[src/rtl/amm_rd_master_if.sv]
// Avalon-MM read-master bundle: command input, Avalon read port, streaming output and status.
interface amm_rd_master_if #(
  parameter int unsigned DATA_WIDTH = 64,
  parameter int unsigned ADDR_WIDTH = 10,
  parameter int unsigned BYTE_CNT   = DATA_WIDTH / 8,
  parameter int unsigned LEN_WIDTH  = 12
);
  logic                  cmd_valid;
  logic [ADDR_WIDTH-1:0] cmd_addr;
  logic [LEN_WIDTH-1:0]  cmd_length;
  logic                  cmd_ready;
  logic [ADDR_WIDTH-1:0] amm_address;
  logic                  amm_read;
  logic [BYTE_CNT-1:0]   amm_byteenable;
  logic                  amm_waitrequest;
  logic [DATA_WIDTH-1:0] amm_readdata;
  logic                  amm_readdatavalid;
  logic                  out_valid;
  logic [DATA_WIDTH-1:0] out_data;
  logic                  out_ready;
  logic                  busy;
  logic                  done;

  modport master (
    input  cmd_valid, cmd_addr, cmd_length,
    output cmd_ready,
    output amm_address, amm_read, amm_byteenable,
    input  amm_waitrequest, amm_readdata, amm_readdatavalid,
    output out_valid, out_data,
    input  out_ready,
    output busy, done
  );

  modport slave (
    output cmd_valid, cmd_addr, cmd_length,
    input  cmd_ready,
    input  amm_address, amm_read, amm_byteenable,
    output amm_waitrequest, amm_readdata, amm_readdatavalid,
    input  out_valid, out_data,
    output out_ready,
    input  busy, done
  );
endinterface

[src/rtl/amm_rd_master.sv]
// Avalon-MM pipelined single-word read master; returned words are buffered in a credited FIFO
// and streamed out in issue order.
module amm_rd_master #(
  parameter int unsigned DATA_WIDTH = 64,
  parameter int unsigned ADDR_WIDTH = 10,
  parameter int unsigned BYTE_CNT   = DATA_WIDTH / 8,
  parameter int unsigned LEN_WIDTH  = 12,
  parameter int unsigned FIFO_DEPTH = 8
) (
  input logic               clk,
  input logic               rst_n,
  amm_rd_master_if.master   bus
);
  localparam int unsigned PTR_W = $clog2(FIFO_DEPTH);
  localparam int unsigned CNT_W = $clog2(FIFO_DEPTH + 1);
  localparam int unsigned SUM_W = CNT_W + 1;

  localparam logic [1:0] S_IDLE  = 2'd0;
  localparam logic [1:0] S_ISSUE = 2'd1;
  localparam logic [1:0] S_DRAIN = 2'd2;
  localparam logic [1:0] S_DONE  = 2'd3;

  logic [1:0]            state_q, state_d;
  logic [ADDR_WIDTH-1:0] addr_q, addr_d;
  logic [LEN_WIDTH-1:0]  rem_q, rem_d;
  logic [CNT_W-1:0]      pend_q, pend_d;
  logic [CNT_W-1:0]      used_q, used_d;
  logic [PTR_W-1:0]      wr_ptr_q, wr_ptr_d;
  logic [PTR_W-1:0]      rd_ptr_q, rd_ptr_d;
  logic                  rd_q, rd_d;
  logic                  ovalid_q, cmd_ready_q, busy_q, done_q;
  logic                  err_q, err_d;
  logic                  accept, push, pop;
  logic [DATA_WIDTH-1:0] mem [FIFO_DEPTH];

  // Next-state, credit and FIFO pointer logic
  always_comb begin
    accept   = rd_q & ~bus.amm_waitrequest;
    push     = bus.amm_readdatavalid & (pend_q != '0);
    pop      = ovalid_q & bus.out_ready;
    state_d  = state_q;
    addr_d   = addr_q;
    rem_d    = rem_q;
    pend_d   = pend_q + CNT_W'(accept) - CNT_W'(push);
    used_d   = used_q + CNT_W'(push) - CNT_W'(pop);
    wr_ptr_d = wr_ptr_q + PTR_W'(push);
    rd_ptr_d = rd_ptr_q + PTR_W'(pop);
    err_d    = err_q | (bus.amm_readdatavalid & (pend_q == '0));

    if (accept) begin
      addr_d = addr_q + ADDR_WIDTH'(1);
      rem_d  = rem_q - LEN_WIDTH'(1);
    end

    case (state_q)
      S_IDLE: begin
        if (bus.cmd_valid) begin
          addr_d  = bus.cmd_addr;
          rem_d   = bus.cmd_length;
          state_d = (bus.cmd_length == '0) ? S_DONE : S_ISSUE;
        end
      end
      S_ISSUE: if (accept && rem_q == LEN_WIDTH'(1)) state_d = S_DRAIN;
      S_DRAIN: if (pend_d == '0 && used_d == '0) state_d = S_DONE;
      S_DONE:  state_d = S_IDLE;
      default: state_d = S_IDLE;
    endcase

    // A stalled request is held; a new one needs a free FIFO slot counting reads in flight
    rd_d = (state_d == S_ISSUE) && (rem_d != '0) &&
           (({1'b0, pend_d} + {1'b0, used_d}) < SUM_W'(FIFO_DEPTH));
    if (rd_q && bus.amm_waitrequest) rd_d = 1'b1;
  end

  always_ff @(posedge clk or negedge rst_n) begin
    if (!rst_n) begin
      state_q     <= S_IDLE;
      addr_q      <= '0;
      rem_q       <= '0;
      pend_q      <= '0;
      used_q      <= '0;
      wr_ptr_q    <= '0;
      rd_ptr_q    <= '0;
      rd_q        <= 1'b0;
      ovalid_q    <= 1'b0;
      cmd_ready_q <= 1'b1;
      busy_q      <= 1'b0;
      done_q      <= 1'b0;
      err_q       <= 1'b0;
    end else begin
      state_q     <= state_d;
      addr_q      <= addr_d;
      rem_q       <= rem_d;
      pend_q      <= pend_d;
      used_q      <= used_d;
      wr_ptr_q    <= wr_ptr_d;
      rd_ptr_q    <= rd_ptr_d;
      rd_q        <= rd_d;
      ovalid_q    <= (used_d != '0);
      cmd_ready_q <= (state_d == S_IDLE);
      busy_q      <= (state_d != S_IDLE);
      done_q      <= (state_d == S_DONE);
      err_q       <= err_d;
    end
  end

  // Return-data storage; contents are don't-care until written
  always_ff @(posedge clk) begin
    if (push) mem[wr_ptr_q] <= bus.amm_readdata;
  end

  assign bus.cmd_ready      = cmd_ready_q;
  assign bus.amm_address    = addr_q;
  assign bus.amm_read       = rd_q;
  assign bus.amm_byteenable = {BYTE_CNT{rd_q}};
  assign bus.out_valid      = ovalid_q;
  assign bus.out_data       = ovalid_q ? mem[rd_ptr_q] : '0;
  assign bus.busy           = busy_q;
  assign bus.done           = done_q;
endmodule

[src/flat_wrapper.sv]
// flat-port wrapper written by rule: the top's interface ports become plain ports
module amm_rd_master_flat 
#(
  parameter int unsigned DATA_WIDTH = 64,
  parameter int unsigned ADDR_WIDTH = 10,
  parameter int unsigned BYTE_CNT   = DATA_WIDTH / 8,
  parameter int unsigned LEN_WIDTH  = 12,
  parameter int unsigned FIFO_DEPTH = 8
)
  (clk, rst_n, bus_cmd_valid, bus_cmd_addr, bus_cmd_length, bus_cmd_ready, bus_amm_address, bus_amm_read, bus_amm_byteenable, bus_amm_waitrequest, bus_amm_readdata, bus_amm_readdatavalid, bus_out_valid, bus_out_data, bus_out_ready, bus_busy, bus_done);
  amm_rd_master_if #(.DATA_WIDTH(DATA_WIDTH), .ADDR_WIDTH(ADDR_WIDTH), .BYTE_CNT(BYTE_CNT), .LEN_WIDTH(LEN_WIDTH)) bus_i ();
  input logic clk;
  input logic rst_n;
  input wire logic [$bits(bus_i.cmd_valid)-1:0] bus_cmd_valid;
  input wire logic [$bits(bus_i.cmd_addr)-1:0] bus_cmd_addr;
  input wire logic [$bits(bus_i.cmd_length)-1:0] bus_cmd_length;
  output wire logic [$bits(bus_i.cmd_ready)-1:0] bus_cmd_ready;
  output wire logic [$bits(bus_i.amm_address)-1:0] bus_amm_address;
  output wire logic [$bits(bus_i.amm_read)-1:0] bus_amm_read;
  output wire logic [$bits(bus_i.amm_byteenable)-1:0] bus_amm_byteenable;
  input wire logic [$bits(bus_i.amm_waitrequest)-1:0] bus_amm_waitrequest;
  input wire logic [$bits(bus_i.amm_readdata)-1:0] bus_amm_readdata;
  input wire logic [$bits(bus_i.amm_readdatavalid)-1:0] bus_amm_readdatavalid;
  output wire logic [$bits(bus_i.out_valid)-1:0] bus_out_valid;
  output wire logic [$bits(bus_i.out_data)-1:0] bus_out_data;
  input wire logic [$bits(bus_i.out_ready)-1:0] bus_out_ready;
  output wire logic [$bits(bus_i.busy)-1:0] bus_busy;
  output wire logic [$bits(bus_i.done)-1:0] bus_done;
  assign bus_i.cmd_valid = bus_cmd_valid;
  assign bus_i.cmd_addr = bus_cmd_addr;
  assign bus_i.cmd_length = bus_cmd_length;
  assign bus_cmd_ready = bus_i.cmd_ready;
  assign bus_amm_address = bus_i.amm_address;
  assign bus_amm_read = bus_i.amm_read;
  assign bus_amm_byteenable = bus_i.amm_byteenable;
  assign bus_i.amm_waitrequest = bus_amm_waitrequest;
  assign bus_i.amm_readdata = bus_amm_readdata;
  assign bus_i.amm_readdatavalid = bus_amm_readdatavalid;
  assign bus_out_valid = bus_i.out_valid;
  assign bus_out_data = bus_i.out_data;
  assign bus_i.out_ready = bus_out_ready;
  assign bus_busy = bus_i.busy;
  assign bus_done = bus_i.done;
  amm_rd_master #(.DATA_WIDTH(DATA_WIDTH), .ADDR_WIDTH(ADDR_WIDTH), .BYTE_CNT(BYTE_CNT), .LEN_WIDTH(LEN_WIDTH), .FIFO_DEPTH(FIFO_DEPTH)) u_core (.clk(clk), .rst_n(rst_n), .bus(bus_i));
endmodule
[config.mk]
export PLATFORM = sky130hd
export DESIGN_NAME = amm_rd_master_flat
export DESIGN_NICKNAME = d
export VERILOG_FILES = /design/src/rtl/amm_rd_master_if.sv /design/src/rtl/amm_rd_master.sv /design/src/flat_wrapper.sv
export SDC_FILE = /design/constraint.sdc
export NUM_CORES = 1
export LEC_CHECK = 0
export ABC_AREA = 1
export BUFFER_PORTS_ARGS = -buffer_cell sky130_fd_sc_hd__buf_2
export CORE_MARGIN = 1
export CORE_UTILIZATION = 64
export DETAILED_ROUTE_END_ITERATION = 6
export PLACE_DENSITY_LB_ADDON = 0.08
export SYNTH_ARGS = -nofsm -noshare
export SYNTH_HDL_FRONTEND = slang
export SYNTH_SLANG_ARGS = --single-unit
[constraint.sdc]
create_clock -name clk -period 7.2 [get_ports clk]
set_clock_uncertainty 0.05 [all_clocks]
set_input_delay 1.44 -clock clk [delete_from_list [all_inputs] [get_ports clk]]
set_output_delay 1.44 -clock clk [all_outputs]
set_load 0.01 [all_outputs]
# After elaboration in Yosys (flattened, before gate mapping)
# Memory sizes are Yosys's and may differ from the RTL's.
# Index checks and enable logic that the tools add are counted.
# W data, S select, Z words.
word_totals:
  reg_bits: 43
  mem_bits_rw: 512
  inputBits: 92
  out_inout_bits: 87
  wordCells: 62
  n_memories: 1
classes:
  add_sub_neg: 9
  order_cmp: 1
  eq_ne: 6
  mux: 15
  bitwise: 4
  n_reduce_logical: 14
memory_table:
  columns: ["name", "words", "width", "rd", "rd_ports_with_merged_regs", "wr", "line", "text"]
  rows:
  - ["u_core.mem", 8, 64, 1, 0, 1, "amm_rd_master.sv:34", "logic [DATA_WIDTH-1:0] mem [FIFO_DEPTH];"]
ops:
  columns: ["operator", "count"]
  rows:
  - ["$mux W64", 1]
  - ["$mux W12", 3]
  - ["$mux W10", 3]
  - ["$eq A12 B1 Y1 const B", 1]
  - ["$logic_not A12 Y1", 1]
  - ["$reduce_bool A12 Y1", 1]
  - ["$sub A12 B1 Y12 const B", 1]
  - ["$add A10 B1 Y10 const B", 1]
  - ["$add A4 B1 Y4", 2]
  - ["$logic_not A4 Y1", 2]
  - ["$mux W2", 4]
  - ["$pmux W2 S4", 1]
  - ["$reduce_bool A4 Y1", 2]
  - ["$sub A4 B1 Y4", 2]
  - ["$add A3 B1 Y3", 2]
  - ["$eq A2 B2 Y1 const B", 3]
  - ["$add A4 B4 Y5", 1]
  - ["$logic_and A1 B1 Y1", 5]
  - ["$lt A5 B4 Y1 const B", 1]
  - ["$eq A2 B1 Y1 const B", 2]
  - ["$logic_not A2 Y1", 2]
  - ["$and A1 B1 Y1", 3]
  - ["$mux W1", 3]
  - ["$reduce_bool A2 Y1", 1]
  - ["$not A1 Y1", 1]

# Logic depth before layout (Yosys ltp)
# Gate-level depths: netlist of run 1.
depth:
  depth_word: 12
  depth_mapped: 19
  depth_no_buf: 18

# Worst setup path before layout of run 1
# OpenSTA, ideal clock, no wires.
synth_path:
  kind: "in2reg"
  from: "in bus_amm_readdatavalid"
  to: "mem u_core.mem[0][0] (enable)"
  setup_ns: 0.486
  arrival_time_ns: 4.507
  required_time_ns: 6.664
  path_slack_ns: 2.157
  stages: 3
  n_path_buf: 0
  path_cell_list: "nand2_1 -> or2_2 -> nor2_1"
synth_between:
  elab_chain_cells: 3
synth_lines:
  columns: ["element", "line", "text"]
  rows:
  - ["start: declaration", "flat_wrapper.sv:23", "input wire logic [$bits(bus_i.amm_readdatavalid)-1:0] bus_amm_readdatavalid;"]
  - ["$and A1 B1 Y1", "amm_rd_master.sv:39", "push = bus.amm_readdatavalid & (pend_q != '0);"]
  - ["$mux W1", "amm_rd_master.sv:109", "if (push) mem[wr_ptr_q] <= bus.amm_readdata;"]
  - ["$mux W1 (implied by the code)", "amm_rd_master.sv:109", null]
  - ["end: declaration", "amm_rd_master.sv:34", null]
# No other way between the ends.

# Worst setup path after layout of run 1
layout_path:
  from: "reg u_core.rd_ptr_q[0]"
  to: "out bus_out_data[19]"
layout_between:
  elab_chain_cells: 2
layout_lines:
  columns: ["element", "line", "text"]
  rows:
  - ["start: declaration", "amm_rd_master.sv:29", "logic [PTR_W-1:0] rd_ptr_q, rd_ptr_d;"]
  - ["start signal: assignment", "amm_rd_master.sv:97", "rd_ptr_q <= rd_ptr_d;"]
  - ["$mem_v2 Z8 W64", null, null]
  - ["$mux W64", "amm_rd_master.sv:117", "assign bus.out_data = ovalid_q ? mem[rd_ptr_q] : '0;"]
  - ["end: declaration", "flat_wrapper.sv:25", "output wire logic [$bits(bus_i.out_data)-1:0] bus_out_data;"]
# No other way between the ends.

==> summary by stage, run 1 <==
Place
Counting tap cells, the placed design contains a total of 2,330 instances. Routability-driven placement finished with a final weighted congestion of 0.787. The HPWL after detailed placement is 25.1 mm. Port buffering added 178 buffers.

STA
The hold violation total from the final report is 0. The worst pin sits at a relative slew slack of 13.7%. The total count of max-transition violations in the final report came to 0. The peak clock frequency supported by timing is 0.186 GHz. Summed over all failing endpoints, the final setup total negative slack is 0 ns. The final critical-path share of the clock period is 74.8%. The shortest period the worst path allows is 5.39 ns. For the pin with the worst max-slew slack, the measured transition is 1.29 ns. Setup repair after global routing left no endpoint under its margin. Setup violations remaining at the end of the flow were counted as 0.

The final worst hold slack is 0.476 ns.

Flow run
Across the run, the number of max-cap violations was 0.

Outcome
The flow ran to the end, and the final reports show no timing, DRC or antenna violations.

Clock tree
In this run, post-CTS repair resized a total of 0 instances. The clock tree from TritonCTS is yes. The hold buffer count at cts is 0. The clock tree synthesis step divided the H-tree into 2 levels.

The root buffer cell chosen for the clock tree is sky130_fd_sc_hd__clkbuf_16. The worst-skew pair later-pin latency is 0.57 ns. The register clock-pin slew on the reported worst setup and hold paths is 0.06 ns. The clock drives 555 sinks. No sink is reached through more buffers than the 3 on the longest clock path. In this run, CTS created clock tree buffers numbering 53.

The buffer count from post-CTS setup fixing is 0.

Drt
The first TritonRoute pass finished after 7 iterations. The aggregate routed wire length is 48.5 mm. In this run the remaining antenna-violating nets after routing total 0. After the first detailed-routing iteration, the DRC count stood at 1,356.

The total via count after detailed routing is 14,400. For this run, design rule violations remaining after detail routing come to 0. In the final routed layout, each cell accounts on average for 20.0 um. In the routed layout, each cell is associated on average with a via count of 5.91.

GRT
The final global-route overflow total is 0. The number of global-route vias before repair is 14,000. The largest net degree at the start of global routing is 160. Global routing consumed, over all layers together, 27.4% of the routing resources. The first-pass GRT wire length is 75.5 mm.

The number of antenna violations at the first check in global routing came to 6.

Cells and area
After filler insertion, the fill cell instance count of the layout stands at 2,315. The fraction of layout cells with a size suffix above 1 is 15.2%. Compared with the post-synthesis result, the final layout area differs by 12.3%. The count of nets after finishing is 2,041. The number of cells in the finished layout apart from fillers is 2,431.

Pwr
Of the total power, the share spent switching nets is 36.7%. The worst-case IR drop observed on VDD is 0.282 mV. The internal portion of total power is 6.77 mW. After layout, the design draws a total of 10.7 mW.

The share of total power dissipated in combinational logic is 34.6%. The fraction of power consumed by sequential logic is 41.5%. The analysis attributes to net switching a power of 3.93 mW. Summed over all cells, the static leakage comes to 8.88 nW. For this design the ratio of total power to cell area is 425 nW/um^2. The clock network is responsible for 24.0% of the overall power.

Critical path
The critical path startpoint category is a flop. Data on the critical path is required at its endpoint by 5.71 ns. The endpoint of the most critical register-to-register path is u_core.bus.amm_read. The data arrival time of the worst path is 3.90 ns.

The worst register-to-register path begins at u_core.bus.out_valid. The type of the worst setup path is reg2out. The type of element capturing the critical path is an output pin. The maximum fanout along the worst path is 159. The depth of the most critical reg-to-reg path is 18. The setup check on the worst reg-to-reg path leaves a slack of 3.80 ns.

Synthesis
In this run the mean area of a mapped cell was 12.4 um^2. The netlist area before placement is 22,400 um^2. Of all flip-flops after synthesis, the portion carrying an async set or reset was 7.75%. The number of enable flip-flop cells after synthesis is 512.

The primary flip-flop cell chosen by synthesis mapping is sky130_fd_sc_hd__edfxtp_1. The synthesized design contains 555 register bits. After synthesis, the cell types taking the most area are sky130_fd_sc_hd__edfxtp_1, sky130_fd_sc_hd__o21ai_0, sky130_fd_sc_hd__nor2_1.

In this run the biggest area consumer among cell types represents 68.7% of the synthesized area. The net count of the mapped netlist is 1,910. The unique cell type count in the Yosys netlist is 39. The Yosys step of the flow raised 0 warnings. The post-synthesis instance total is 1,799. Summing the sequential cell areas from Yosys gives 73.5% of the chip area. sky130_fd_sc_hd__edfxtp_1 takes more of the synthesized area than any other cell.

Floorplanning
The die covers 35,700 um^2. The region available for standard cell placement spans 34,500 um^2. The effective utilization at floorplan is 65.0%. Row generation in the floorplan step produced 68 rows. The die is 189 um wide. The vertical extent of the die is 189 um.

The number of ports placed on the die boundary is 179.

Hold path
The start point of the worst hold path is u_core.wr_ptr_q[0]. The path class of the lowest-slack min-delay path is reg2reg. The cell depth of the worst hold path is 1. For hold timing, the worst endpoint is u_core.wr_ptr_q[0].
[sequential cells by signal (all words and copies together) (netlist names)]
signal                  count
u_core.rd_ptr_q             3
u_core.bus.amm_read         1
u_core.rem_q               12
u_core.bus.out_valid        1
u_core.bus.amm_address     10
u_core.mem                512
u_core.bus.busy             1
u_core.bus.cmd_ready        1
u_core.state_q              2
u_core.pend_q               4
u_core.bus.done             1
u_core.used_q               4
u_core.wr_ptr_q             3
[routing by layer]
layer | vias to the layer above | global-route usage [%] | routed length [um]
li1 | 6763 | - | -
met1 | 7042 | 38.6 | 20700
met2 | 492 | 45.0 | 23700
met3 | 68 | 3.89 | 3210
met4 | 4 | 8.22 | 926
met5 | - | 0 | 20
[placed cells by master (no fill, tap or decap), types with 4 or more instances in the layout]
cell,synthesis,layout
sky130_fd_sc_hd__clkinv_1,1,11
sky130_fd_sc_hd__clkbuf_16,0,55
sky130_fd_sc_hd__ha_1,17,17
sky130_fd_sc_hd__nand4_1,4,4
sky130_fd_sc_hd__nand2_1,79,79
sky130_fd_sc_hd__clkbuf_1,76,25
sky130_fd_sc_hd__nor2_2,5,5
sky130_fd_sc_hd__xnor2_1,5,5
sky130_fd_sc_hd__edfxtp_1,512,512
sky130_fd_sc_hd__a31oi_1,65,65
sky130_fd_sc_hd__buf_2,26,178
sky130_fd_sc_hd__nor2_1,419,411
sky130_fd_sc_hd__nand2_2,4,4
sky130_fd_sc_hd__inv_1,55,53
sky130_fd_sc_hd__diode_2,0,4
sky130_fd_sc_hd__dfrtp_1,42,39
sky130_fd_sc_hd__o22ai_1,64,64
sky130_fd_sc_hd__buf_4,9,15
sky130_fd_sc_hd__nand3_1,31,31
sky130_fd_sc_hd__o21ai_0,325,325
sky130_fd_sc_hd__a21oi_1,5,5
sky130_fd_sc_hd__xor2_1,8,8
sky130_fd_sc_hd__or2_2,8,8
sky130_fd_sc_hd__nor2_4,2,10
sky130_fd_sc_hd__o21ai_1,6,6
[cells by family (layout without fill, tap and decap cells)]
kind of cell,count (synthesis),in the layout,share of synthesized area (%)
buffers and inverters,176,349,3.25
xor gates and xnor gates,13,13,0.508
DFF,555,555,73.5
AOI/OAI and AO/OA,468,468,11.3
other,0,4,0
adders and majority gates,19,19,1.13
and+or+nand+nor,568,568,10.4
[power groups by stage]
stage	logic [mW]	registers, mW	clock network, mW
final	3.70	4.43	2.56
after CTS	3.71	4.43	2.60
after floorplan	2.58	4.36	0
after detailed placement	3.69	4.49	0
after global placement	3.59	4.47	0
after global routing	4.12	4.48	2.71
[through the flow]
step | worst slack [ns] | utilization, % | cell area [um^2]
global placement | 2.53 | 68.3 | 23500
floorplan | 2.16 | - | 22400
detailed placement | 2.49 | 68.3 | 23500
finish | 1.81 | 73.0 | 25100
global route | 1.62 | 72.9 | 25100
CTS | 1.88 | 72.9 | 25100
[layout make-up]
type | count | area [um^2] | area share [%]
clock inverters | 15 | 91.3 | 0.363
clock buffers | 82 | 1500 | 5.96
repair buffers | 193 | 1000 | 3.99
multi-input cells | 1068 | 5280 | 21.0
diodes | 4 | 10.0 | 0.0398
inverters | 59 | 231 | 0.921
well taps | 455 | 569 | 2.26
flip-flops and latches | 555 | 16500 | 65.5
[synth_stat cells (8+ instances only)]
| cell type | count |
|---|---|
| sky130_fd_sc_hd__o22ai_1 | 64 |
| sky130_fd_sc_hd__or2_2 | 8 |
| sky130_fd_sc_hd__a31oi_1 | 65 |
| sky130_fd_sc_hd__nand3_1 | 31 |
| sky130_fd_sc_hd__nor2_1 | 419 |
| sky130_fd_sc_hd__clkbuf_1 | 76 |
| sky130_fd_sc_hd__buf_4 | 9 |
| sky130_fd_sc_hd__nand2_1 | 79 |
| sky130_fd_sc_hd__xor2_1 | 8 |
| sky130_fd_sc_hd__inv_1 | 55 |
| sky130_fd_sc_hd__edfxtp_1 | 512 |
| sky130_fd_sc_hd__ha_1 | 17 |
| sky130_fd_sc_hd__o21ai_0 | 325 |
| sky130_fd_sc_hd__buf_2 | 26 |
| sky130_fd_sc_hd__dfrtp_1 | 42 |
[critical path, cell delays in order, from the launching register on]
cell	delay (ns)
sky130_fd_sc_hd__dfrtp_4	0.79
sky130_fd_sc_hd__inv_6	0.96
sky130_fd_sc_hd__buf_4	0.57
sky130_fd_sc_hd__o21ai_0	0.14
sky130_fd_sc_hd__o22ai_1	0.13
sky130_fd_sc_hd__o21ai_0	0.09
sky130_fd_sc_hd__a31oi_1	0.32
sky130_fd_sc_hd__buf_2	0.19
[worst max-delay path by stage]
stage	startpoint	end	slack [ns]
2_1_floorplan	bus_amm_readdatavalid	u_core.mem[0][0]	2.16
3_3_place_gp	u_core.rd_ptr_q[0]	bus_out_data[19]	2.53
3_5_place_dp	u_core.rd_ptr_q[0]	bus_out_data[19]	2.49
4_1_cts	u_core.rd_ptr_q[0]	bus_out_data[19]	1.88
5_1_grt	u_core.rd_ptr_q[0]	bus_out_data[19]	1.62
6_report	u_core.rd_ptr_q[0]	bus_out_data[19]	1.81
Note: power is estimated with default switching activity, not from simulation.
==> run 2: changes to the inputs <==
Settings changed: CORE_UTILIZATION 64 to 54.
Clock period 7.2 ns to 4.5 ns, I/O delays scaled along.
==> run 2 against run 1 <==
  * Via count shrank 0.95%
  * Critical endpoint is now bus_out_data[49]
  * Sequential power up 56%
  * First-iteration DRC count decreased by 18%
  * Highest routed layer unchanged
==> summary by stage, run 2 (synthesized netlist as in run 1, its figures left out) <==
Outcome
The run finished with clean final reports.

Place
The cell area reported after detailed placement is 23,900 um^2. Summed over all nets, the half-perimeter wirelength after detailed placement is 26.2 mm. Buffers placed on the I/O ports in this run total 178.

The final weighted congestion in routability-driven placement is 0.808.

STA
The total count of max-transition violations in the final report is 0. The worst path uses 88.2% of the clock period. Based on the critical path, the design can be clocked at up to 0.252 GHz. The hold violation total from the final report came to 0. The smallest clock period supported by the final layout is computed as 3.97 ns. The worst slew slack as a fraction of its limit is 33.7%.

The final worst hold slack is 0.410 ns. Setup repair after global routing left no endpoint under its margin. For the pin with the worst max-slew slack, the measured transition is 0.995 ns.

The number of setup violations in the final report is 0.

Drt
The first detailed-routing pass took 5 iterations. In this run the remaining antenna-violating nets after routing total 0. The number of DRC violations after detailed-routing iteration 0 is 1,118.

The number of vias per cell is 5.65. Summing over every cut layer, the via total after detailed routing is 14,200. The average routed wire per standard cell is 19.9 um. The final layout contains routed wiring with a total length of 50.3 mm.

The DRC violation count after routing is 0.

Pwr
The leakage power summed over all cells is 9.05 nW. The worst supply voltage drop on vdd is 0.597 mV. The total power consumption of the routed design is 17.5 mW. Power spread over the standard cell area amounts to 683 nW/um^2.

Cells and area
From synthesis to final layout, the design area changed by 14.3%. The register with the most flip-flops in the layout has 512 of them. The top register by number of flip-flops is u_core.mem.

The count of nets after finishing is 2,055. After routing the design area is 25,600 um^2. The most common cell after layout, fill and taps aside is sky130_fd_sc_hd__edfxtp_1. The post-route netlist has 16.3% of its cells at a drive strength greater than 1. Leaving out fill and tap cells, the most frequent cells in the layout are sky130_fd_sc_hd__edfxtp_1, sky130_fd_sc_hd__nor2_1, sky130_fd_sc_hd__o21ai_0, sky130_fd_sc_hd__buf_2, sky130_fd_sc_hd__nand2_1. The fill cell total of the finished layout is 3,194. The count of antenna diodes in the layout is 0.

GRT
The first global-routing pass estimated 76.4 mm of wire. Global routing finished with a remaining overflow of 0. The number of global-route vias before repair came to 13,600. The number of antenna violations at the first check in global routing is 5.

Entering global routing, the biggest net connects 148 pins. The all-layer global routing usage is 23.9%.

Critical path
In this run the critical register-to-register path is launched from u_core.pend_q[2]. The worst setup path is launched from a flop. Along the worst path, the maximum fanout reaches 71. STA puts the critical path data required time at 3.55 ns. Data arrives at the worst endpoint at 3.02 ns. The type of element capturing the critical path is an output pin. The critical path starts at u_core.rd_ptr_q[0].

The critical path in this run is classified as reg2out.

Clock tree
The buffer count from post-CTS setup fixing is 0. The clock tree from TritonCTS is yes. Clock tree synthesis selected as its root buffer the cell sky130_fd_sc_hd__clkbuf_16.

The number of sinks handled by clock tree synthesis is 555. The number of hold buffers added after CTS was 0. The worst-skew pair later-pin latency is 0.60 ns.

Clock tree synthesis inserted a total of 56 buffers. The post-CTS resize count is 0. The H-tree was split into 2 levels. The register clock-pin slew on the reported worst setup and hold paths is 0.06 ns. Counting along the longest clock path gives a buffer depth of 3.

Floorplanning
The effective utilization at floorplan is 54.8%. The die covers 42,300 um^2. 179 I/O pins were placed. The core region is 40,800 um^2. The count of standard-cell rows is 74. The floorplan step set the die height to 206 um.

The die span in x is 206 um.

Flow run
Max-cap violations in this run came to 0.

Hold path
The path class of the lowest-slack min-delay path is in2async.
## run 2: worst paths after layout
kind	slack, ns	depth (start not counted)	endpoint
max	0.53	7	bus_out_data[49]
min	0.41	1	u_core.rem_q[4]
max reg2reg	1.65	17	u_core.bus.amm_read
min reg2reg	0.47	1	u_core.rd_ptr_q[2]
max in group asynchronous	3.25	1	u_core.rd_ptr_q[0]
min in group clk	0.46	3	u_core.bus.amm_address[2]
## run 2: area by class of cell
class                   count  area, um^2  area share, %
repair buffers            204        1260           4.93
flip-flops and latches    555       16500           64.3
inverters                  59         231          0.904
multi-input cells        1068        5280           20.6
well taps                 532         666           2.60
clock inverters            30         200          0.782
clock buffers              73        1510           5.88
## run 2: metrics by stage
stage,utilization (%),worst slack (ns),TNS (ns),instances
finish,62.7,0.533,0,2521
global placement,58.5,1.21,0,2418
global route,62.7,0.325,0,2521
CTS,62.7,0.513,0,2521
detailed placement,58.5,1.18,0,2418
floorplan,-,-0.00331,-0.846,1799
## run 2: power by group
part | switching (mW) | internal (mW) | leakage (nW)
combinational | 4.23 | 2.06 | 3.07
clock | 1.88 | 2.41 | 0.835
sequential | 0.331 | 6.57 | 5.14
## run 2: worst max-delay path: stages, from the launching register on
cell and delay, ns:
sky130_fd_sc_hd__dfrtp_4 0.67, sky130_fd_sc_hd__inv_6 0.47, sky130_fd_sc_hd__buf_12 0.33, sky130_fd_sc_hd__o21ai_0 0.12, sky130_fd_sc_hd__o22ai_1 0.12, sky130_fd_sc_hd__o21ai_0 0.10
sky130_fd_sc_hd__a31oi_1 0.36, sky130_fd_sc_hd__buf_2 0.21
## run 2: metal layers
metal  share of wire, %  GRT usage, %  up-vias
met5               0.12             0        -
met4                2.1          6.98       10
met3                5.8          4.04       79
met2                 48          39.7      412
met1                 44          32.6     6942
li1                   -             -     6789
